<file path="src/rtl/conv_pkg.sv">
// Shared types and defaults for the conv raster-scan controller.
// Holds the frame FSM state encoding and configuration limits.
package conv_pkg;

    typedef enum logic [1:0] {
        S_IDLE  = 2'd0,
        S_RUN   = 2'd1,
        S_FLUSH = 2'd2,
        S_DONE  = 2'd3
    } scan_state_e;

    localparam int K_DEF  = 3;
    localparam int CW_DEF = 8;

    // Smallest legal window stride; zero would never advance a window.
    localparam logic [1:0] STRIDE_MIN = 2'd1;

endpackage

</file>
<file path="src/rtl/scan_axis_cnt.sv">
// One scan axis: position counter with wrap plus stride phase.
// The position is the index of the next pixel to be accepted.
module scan_axis_cnt #(
    parameter int CW = 8
) (
    input  logic          clk,
    input  logic          rst_n,
    input  logic          clr,
    input  logic          inc,
    input  logic [CW-1:0] lim,
    input  logic [CW-1:0] kth,
    input  logic [1:0]    stride,
    output logic [CW-1:0] pos,
    output logic [1:0]    ph,
    output logic          wrap
);

    logic [CW-1:0] pos_q, pos_d;
    logic [1:0]    ph_q, ph_d;
    logic          at_lim;

    assign at_lim = (pos_q == lim);
    assign wrap   = inc & at_lim;
    assign pos    = pos_q;
    assign ph     = ph_q;

    // Advance position; phase runs modulo stride once past kth.
    always_comb begin
        pos_d = pos_q;
        ph_d  = ph_q;
        if (clr) begin
            pos_d = '0;
            ph_d  = '0;
        end else if (inc) begin
            if (at_lim) begin
                pos_d = '0;
                ph_d  = '0;
            end else begin
                pos_d = pos_q + 1'b1;
                if (pos_q >= kth) begin
                    if (ph_q == stride - 2'd1) begin
                        ph_d = '0;
                    end else begin
                        ph_d = ph_q + 2'd1;
                    end
                end
            end
        end
    end

    // Axis state registers.
    always_ff @(posedge clk or negedge rst_n) begin
        if (!rst_n) begin
            pos_q <= '0;
            ph_q  <= '0;
        end else begin
            pos_q <= pos_d;
            ph_q  <= ph_d;
        end
    end

endmodule

</file>
<file path="src/rtl/conv_scan_ctrl.sv">
// Raster-scan controller: tracks pixel row/col, flags strided
// window positions, sequences a frame and counts outputs.
module conv_scan_ctrl
    import conv_pkg::*;
#(
    parameter int K         = K_DEF,
    parameter int CW        = CW_DEF,
    parameter int FLUSH_CYC = 2
) (
    input  logic            clk,
    input  logic            rst_n,
    input  logic            start,
    input  logic [CW-1:0]   cfg_w,
    input  logic [CW-1:0]   cfg_h,
    input  logic [1:0]      cfg_stride,
    input  logic            pix_vld,
    output logic            pix_rdy,
    output logic [CW-1:0]   row,
    output logic [CW-1:0]   col,
    output logic            out_vld_rc,
    output logic            busy,
    output logic            done,
    output logic            err,
    output logic [2*CW-1:0] out_cnt
);

    localparam logic [1:0] ST_IDLE  = S_IDLE;
    localparam logic [1:0] ST_RUN   = S_RUN;
    localparam logic [1:0] ST_FLUSH = S_FLUSH;
    localparam logic [1:0] ST_DONE  = S_DONE;

    localparam int FW = (FLUSH_CYC > 1) ? $clog2(FLUSH_CYC) : 1;
    localparam logic [FW-1:0] FLUSH_LAST = FW'(FLUSH_CYC - 1);
    localparam logic [CW-1:0] K_CW  = CW'(K);
    localparam logic [CW-1:0] KM1   = CW'(K - 1);

    logic [1:0]      state_q, state_d;
    logic [CW-1:0]   w_q, w_d;
    logic [CW-1:0]   h_q, h_d;
    logic [1:0]      s_q, s_d;
    logic            err_q, err_d;
    logic [FW-1:0]   fcnt_q, fcnt_d;
    logic [CW-1:0]   row_q, row_d;
    logic [CW-1:0]   col_q, col_d;
    logic            vld_q, vld_d;
    logic [2*CW-1:0] cnt_q, cnt_d;

    logic          start_acc;
    logic          cfg_ok;
    logic          accept;
    logic          last_pix;
    logic [CW-1:0] col_pos, row_pos;
    logic [1:0]    col_ph, row_ph;
    logic          col_wrap, row_wrap;

    assign pix_rdy    = (state_q == ST_RUN);
    assign busy       = (state_q == ST_RUN) | (state_q == ST_FLUSH);
    assign done       = (state_q == ST_DONE);
    assign err        = err_q;
    assign row        = row_q;
    assign col        = col_q;
    assign out_vld_rc = vld_q;
    assign out_cnt    = cnt_q;

    assign start_acc = start & (state_q == ST_IDLE);
    assign cfg_ok    = (cfg_w >= K_CW) & (cfg_h >= K_CW)
                     & (cfg_stride >= STRIDE_MIN);
    assign accept    = pix_vld & pix_rdy;
    assign last_pix  = accept & col_wrap & row_wrap;

    scan_axis_cnt #(.CW(CW)) u_col (
        .clk    (clk),
        .rst_n  (rst_n),
        .clr    (start_acc),
        .inc    (accept),
        .lim    (w_q - 1'b1),
        .kth    (KM1),
        .stride (s_q),
        .pos    (col_pos),
        .ph     (col_ph),
        .wrap   (col_wrap)
    );

    scan_axis_cnt #(.CW(CW)) u_row (
        .clk    (clk),
        .rst_n  (rst_n),
        .clr    (start_acc),
        .inc    (accept & col_wrap),
        .lim    (h_q - 1'b1),
        .kth    (KM1),
        .stride (s_q),
        .pos    (row_pos),
        .ph     (row_ph),
        .wrap   (row_wrap)
    );

    // Frame sequencing and configuration capture.
    always_comb begin
        state_d = state_q;
        w_d     = w_q;
        h_d     = h_q;
        s_d     = s_q;
        err_d   = err_q;
        fcnt_d  = fcnt_q;
        unique case (state_q)
            ST_IDLE: begin
                if (start) begin
                    w_d     = cfg_w;
                    h_d     = cfg_h;
                    s_d     = cfg_stride;
                    err_d   = ~cfg_ok;
                    state_d = cfg_ok ? ST_RUN : ST_DONE;
                end
            end
            ST_RUN: begin
                if (last_pix) begin
                    fcnt_d  = '0;
                    state_d = ST_FLUSH;
                end
            end
            ST_FLUSH: begin
                if (fcnt_q == FLUSH_LAST) begin
                    state_d = ST_DONE;
                end else begin
                    fcnt_d = fcnt_q + 1'b1;
                end
            end
            ST_DONE: begin
                state_d = ST_IDLE;
            end
            default: begin
                state_d = ST_IDLE;
            end
        endcase
    end

    // Position outputs, window-valid qualifier and output count.
    always_comb begin
        row_d = row_q;
        col_d = col_q;
        vld_d = 1'b0;
        cnt_d = cnt_q;
        if (start_acc) begin
            row_d = '0;
            col_d = '0;
            cnt_d = '0;
        end else if (accept) begin
            row_d = row_pos;
            col_d = col_pos;
            vld_d = (row_pos >= KM1) & (col_pos >= KM1)
                  & (row_ph == 2'd0) & (col_ph == 2'd0);
            if (vld_d) begin
                cnt_d = cnt_q + 1'b1;
            end
        end
    end

    // Controller registers.
    always_ff @(posedge clk or negedge rst_n) begin
        if (!rst_n) begin
            state_q <= ST_IDLE;
            w_q     <= '0;
            h_q     <= '0;
            s_q     <= '0;
            err_q   <= 1'b0;
            fcnt_q  <= '0;
            row_q   <= '0;
            col_q   <= '0;
            vld_q   <= 1'b0;
            cnt_q   <= '0;
        end else begin
            state_q <= state_d;
            w_q     <= w_d;
            h_q     <= h_d;
            s_q     <= s_d;
            err_q   <= err_d;
            fcnt_q  <= fcnt_d;
            row_q   <= row_d;
            col_q   <= col_d;
            vld_q   <= vld_d;
            cnt_q   <= cnt_d;
        end
    end

endmodule

</file>
<file path="config.mk">
export PLATFORM = sky130hd
export DESIGN_NAME = conv_scan_ctrl
export DESIGN_NICKNAME = d
export VERILOG_FILES = /design/src/rtl/conv_pkg.sv /design/src/rtl/scan_axis_cnt.sv /design/src/rtl/conv_scan_ctrl.sv
export SDC_FILE = /design/constraint.sdc
export NUM_CORES = 1
export LEC_CHECK = 0
export CORE_MARGIN = 10
export CORE_UTILIZATION = 58
export CTS_CLUSTER_DIAMETER = 30
export CTS_CLUSTER_SIZE = 14
export DETAILED_ROUTE_END_ITERATION = 6
export PLACE_DENSITY = 0.87
export SYNTH_ARGS = -nofsm -noshare
export SYNTH_HDL_FRONTEND = slang
export SYNTH_SLANG_ARGS = --single-unit
</file>
<file path="constraint.sdc">
create_clock -name clk -period 5.95 [get_ports clk]
set_input_delay 0.8925 -clock clk [delete_from_list [all_inputs] [get_ports clk]]
set_output_delay 0.8925 -clock clk [all_outputs]
set_load 0.03 [all_outputs]
</file>
==> metrics.log <==
[metrics] final critical-path share of the clock period: 0.491
[metrics] global route total overflow: 0
[metrics] Clock Skew: 0.0101 ns
[metrics] antenna violations before repair: 0
[metrics] Final nets: 572
[metrics] Tightest Hold Check Type: reg -> reg
[metrics] ys flop type: dfrtp_1
[metrics] mean instance size in the synthesized netlist: 8.84 um2
[metrics] post-layout minimum cycle time: 2.92 ns
[metrics] crit path launch type: input pin
[metrics] clock insertion delay at the later pin of the skew report: 0.35 ns
[metrics] register cell area after layout: 1880 um2
[metrics] height of the die: 107 um
[metrics] global-route wire length before repair: 17000 um
[metrics] tightest hold margin: 0.493 ns
[metrics] fmax: 0.342 GHz
[metrics] Clock Path Buffers: 2
[metrics] post-synthesis share of cell area spent on and, or, nand and nor gates: 0.259
[metrics] starting density of the core: 0.598
[metrics] # setup viols final: 0
[metrics] # hold bufs at CTS: 0
[metrics] standard cell core area: 7290 um2
[metrics] number of synthesized flops with an enable pin: 0
[metrics] share of final-layout standard cells stronger than drive strength 1: 0.0610
[metrics] largest family of logic cells by synthesized area: simple AND/OR/NAND/NOR gates
[metrics] clock root buffer: clkbuf_8
[metrics] Post-route DRC: 0
[metrics] wire length per cell: 15.9 um
[metrics] quantity of gates resized following cts: 0
[metrics] Peak VDD IR: 0.121 mV
[metrics] Worst Path Arrival: 3.15 ns
[metrics] vias per cell: 5.76
[metrics] Top Ports: 59
[metrics] xor and xnor fraction of the mapped netlist area: 0.0764
[metrics] pin count of the biggest net entering global routing: 76
[metrics] data required time of the critical path: 6.18 ns
[metrics] worst slew margin relative to its limit: 0.192
[metrics] share of the synthesized area in the top cell type: 0.431
[metrics] # Post-CTS Setup Buffers: 0
[metrics] Worst-path clk slew: 0.07 ns
[metrics] Routed Wire Length: 10200 um
[metrics] first drt pass iteration count: 4
[metrics] Cell Count, Final, Fillers Out: 640
[metrics] crit path max-delay cell type: and2_2
[metrics] Netlist Area Pre-Place: 4360 um2
[metrics] number of inserted filler cells in the final layout: 578
[metrics] number of register bits inferred by synthesis: 75
[metrics] Total GRT Usage: 0.178
[metrics] multi-input combinational cell area: 2280 um2
[metrics] measured slew at the worst slew-check pin: 1.21 ns
[metrics] status: complete, no violations
[metrics] unrepaired setup endpoints after global routing: false
[metrics] instance count of the mapped netlist: 493
[metrics] Async S/R FF share, synth: 1.00
[metrics] synthesized-area fraction occupied by adder cells: 0.0448
[metrics] clock tree from TritonCTS: built
[metrics] leading cell type in the layout, fill and taps excluded: nand2_1
[metrics] final weighted congestion in routability-driven placement: 0.928
[metrics] biggest area contributors in the synthesized netlist: dfrtp_1, nand2_1, xnor2_1
[metrics] number of endpoints with negative hold slack in the final report: 0
[metrics] Inserted Clock Buffers: 9
[metrics] Critical Path Fanout Max: 65
[metrics] dominant delay contributor by cell family on the critical path: simple AND/OR/NAND/NOR gates
[metrics] critical path start-end classification: in -> reg
[metrics] Cell Chain, Critical Path: clkdlybuf4s50_1, and2_2, a41oi_1, and3_1, or3b_1
[metrics] Yosys warnings: 0
[metrics] width of the die: 107 um
[metrics] most area-hungry cell type in the Yosys netlist: dfrtp_1
[metrics] most frequent cells in the layout: nand2_1, dfrtp_1, clkdlybuf4s50_1
[metrics] Setup TNS: 0 ns
[metrics] Sink Count: 75
[metrics] Worst Setup End Kind: flop
[metrics] share of the yosys chip area belonging to registers: 0.431
[metrics] leakage power summed over all cells: 2.29 nW
[metrics] HPWL after detailed placement: 7280 um
[metrics] Power per Cell Area: 250 nW/um2
[metrics] placement row count: 31
[metrics] count of routing violations after the opening detailed-route iteration: 232
[metrics] Layout Area Growth over Synthesis: 18.0%
[metrics] vias in the first global route: 3732
[metrics] Antenna Cells: 0
[metrics] Routed Antenna Nets: 0
[metrics] H-tree level count: 3
[metrics] post-synth net total: 529
[metrics] number of buffers inserted by port buffering: 58
[metrics] area fraction in compound gates after synthesis: 0.125
[metrics] critical path buffer and inverter count: 1
[metrics] placed insts: 624
[metrics] count of maximum capacitance violations: 0
[metrics] Slowest Stage Delay on Critical Path: 0.92 ns
[metrics] via count: 3684
[metrics] pins over their slew limit: 0
[metrics] Unique masters post-synth: 61
[metrics] Die Footprint: 11400 um2
[metrics] share of cell area taken by muxes after synthesis: 0.0187
==> report_power, final <==
part	total, mW	switching (mW)	internal (mW)	leakage (nW)
registers	0.621	0.0660	0.555	0.922
clock network	0.388	0.194	0.194	0.0927
logic	0.277	0.156	0.121	1.28
total	1.29	0.416	0.870	2.29
==> synth_stat cells (4+ instances only) <==
cell and n:
buf_1 4, nor4_1 11, a21oi_1 20, and3_1 4, nand3_1 17, mux2i_1 7
clkbuf_1 19, nor2_1 30, ha_1 14, or4_1 4, nand4_1 9, and2_1 5
dfrtp_1 75, nor3_1 20, a31oi_1 4, inv_1 21, xor2_1 14, nand2_1 113
o21ai_0 13, xnor2_1 24
==> worst paths after layout <==
path	start	cells after the start	end	slack [ns]
setup / recovery	start	5	u_row.pos[3]	3.03
hold / removal	err	2	err	0.49
setup reg to reg	w_q[0]	8	state_q[0]	3.10
hold reg to reg	err	2	err	0.49
max in group asynchronous	rst_n	2	out_cnt[8]	4.59
min in group asynchronous	rst_n	2	w_q[7]	0.75
==> stage by stage <==
stage	instance area (um2)	power [mW]	util	worst slack [ns]
floorplan	4360	0.810	-	3.47
global placement	4950	0.897	0.679	2.79
detailed placement	4950	0.910	0.679	2.72
CTS	5140	1.29	0.705	3.06
global route	5140	1.35	0.705	2.88
finish	5140	1.29	0.705	3.03
==> worst register-to-register path: cells and delay by family (launching register included) <==
family | cells | cell delay [ns]
compound gates | 4 | 1.28
fa+ha+maj | 1 | 0.23
buf+inv | 1 | 0.10
flops | 1 | 0.44
mux | 1 | 0.21
simple gates | 1 | 0.51
==> flip-flops by register name (all words and copies together) (netlist names) <==
| name | flops |
|---|---|
| w_q | 8 |
| out_vld_rc | 1 |
| u_col.ph | 2 |
| state_q | 2 |
| u_row.pos | 8 |
| h_q | 8 |
| col | 8 |
| s_q | 2 |
| err | 1 |
| u_row.ph | 2 |
| u_col.pos | 8 |
| fcnt_q | 1 |
| out_cnt | 16 |
| row | 8 |
==> routing by layer <==
metal  wire, um  vias up  part of all wire  global-route usage
met5          0        -                 0                   0
met3        647       16             0.064              0.0539
met4        157        0             0.015              0.0648
li1           -     1789                 -                   -
met2       5240      117              0.52               0.316
met1       4130     1762              0.41               0.198
==> final cells by class <==
type | instances | area share
well taps | 99 | 0.0241
inverters | 22 | 0.0161
clock inverters | 6 | 0.0124
repair buffers | 59 | 0.113
clock buffers | 10 | 0.0248
multi-input cells | 369 | 0.444
flip-flops and latches | 75 | 0.365
==> logic make-up (layout without fill, tap and decap cells) <==
| group | count (synthesis) | count (layout) |
|---|---|---|
| adder cells (fa/ha/maj) | 16 | 16 |
| multiplexers | 8 | 8 |
| XOR/XNOR | 38 | 38 |
| AO/OA/AOI/OAI | 72 | 72 |
| flip-flops | 75 | 75 |
| buffers and inverters | 49 | 97 |
| AND/OR/NAND/NOR | 235 | 235 |
No activity file was read; power rests on OpenSTA's default activity.
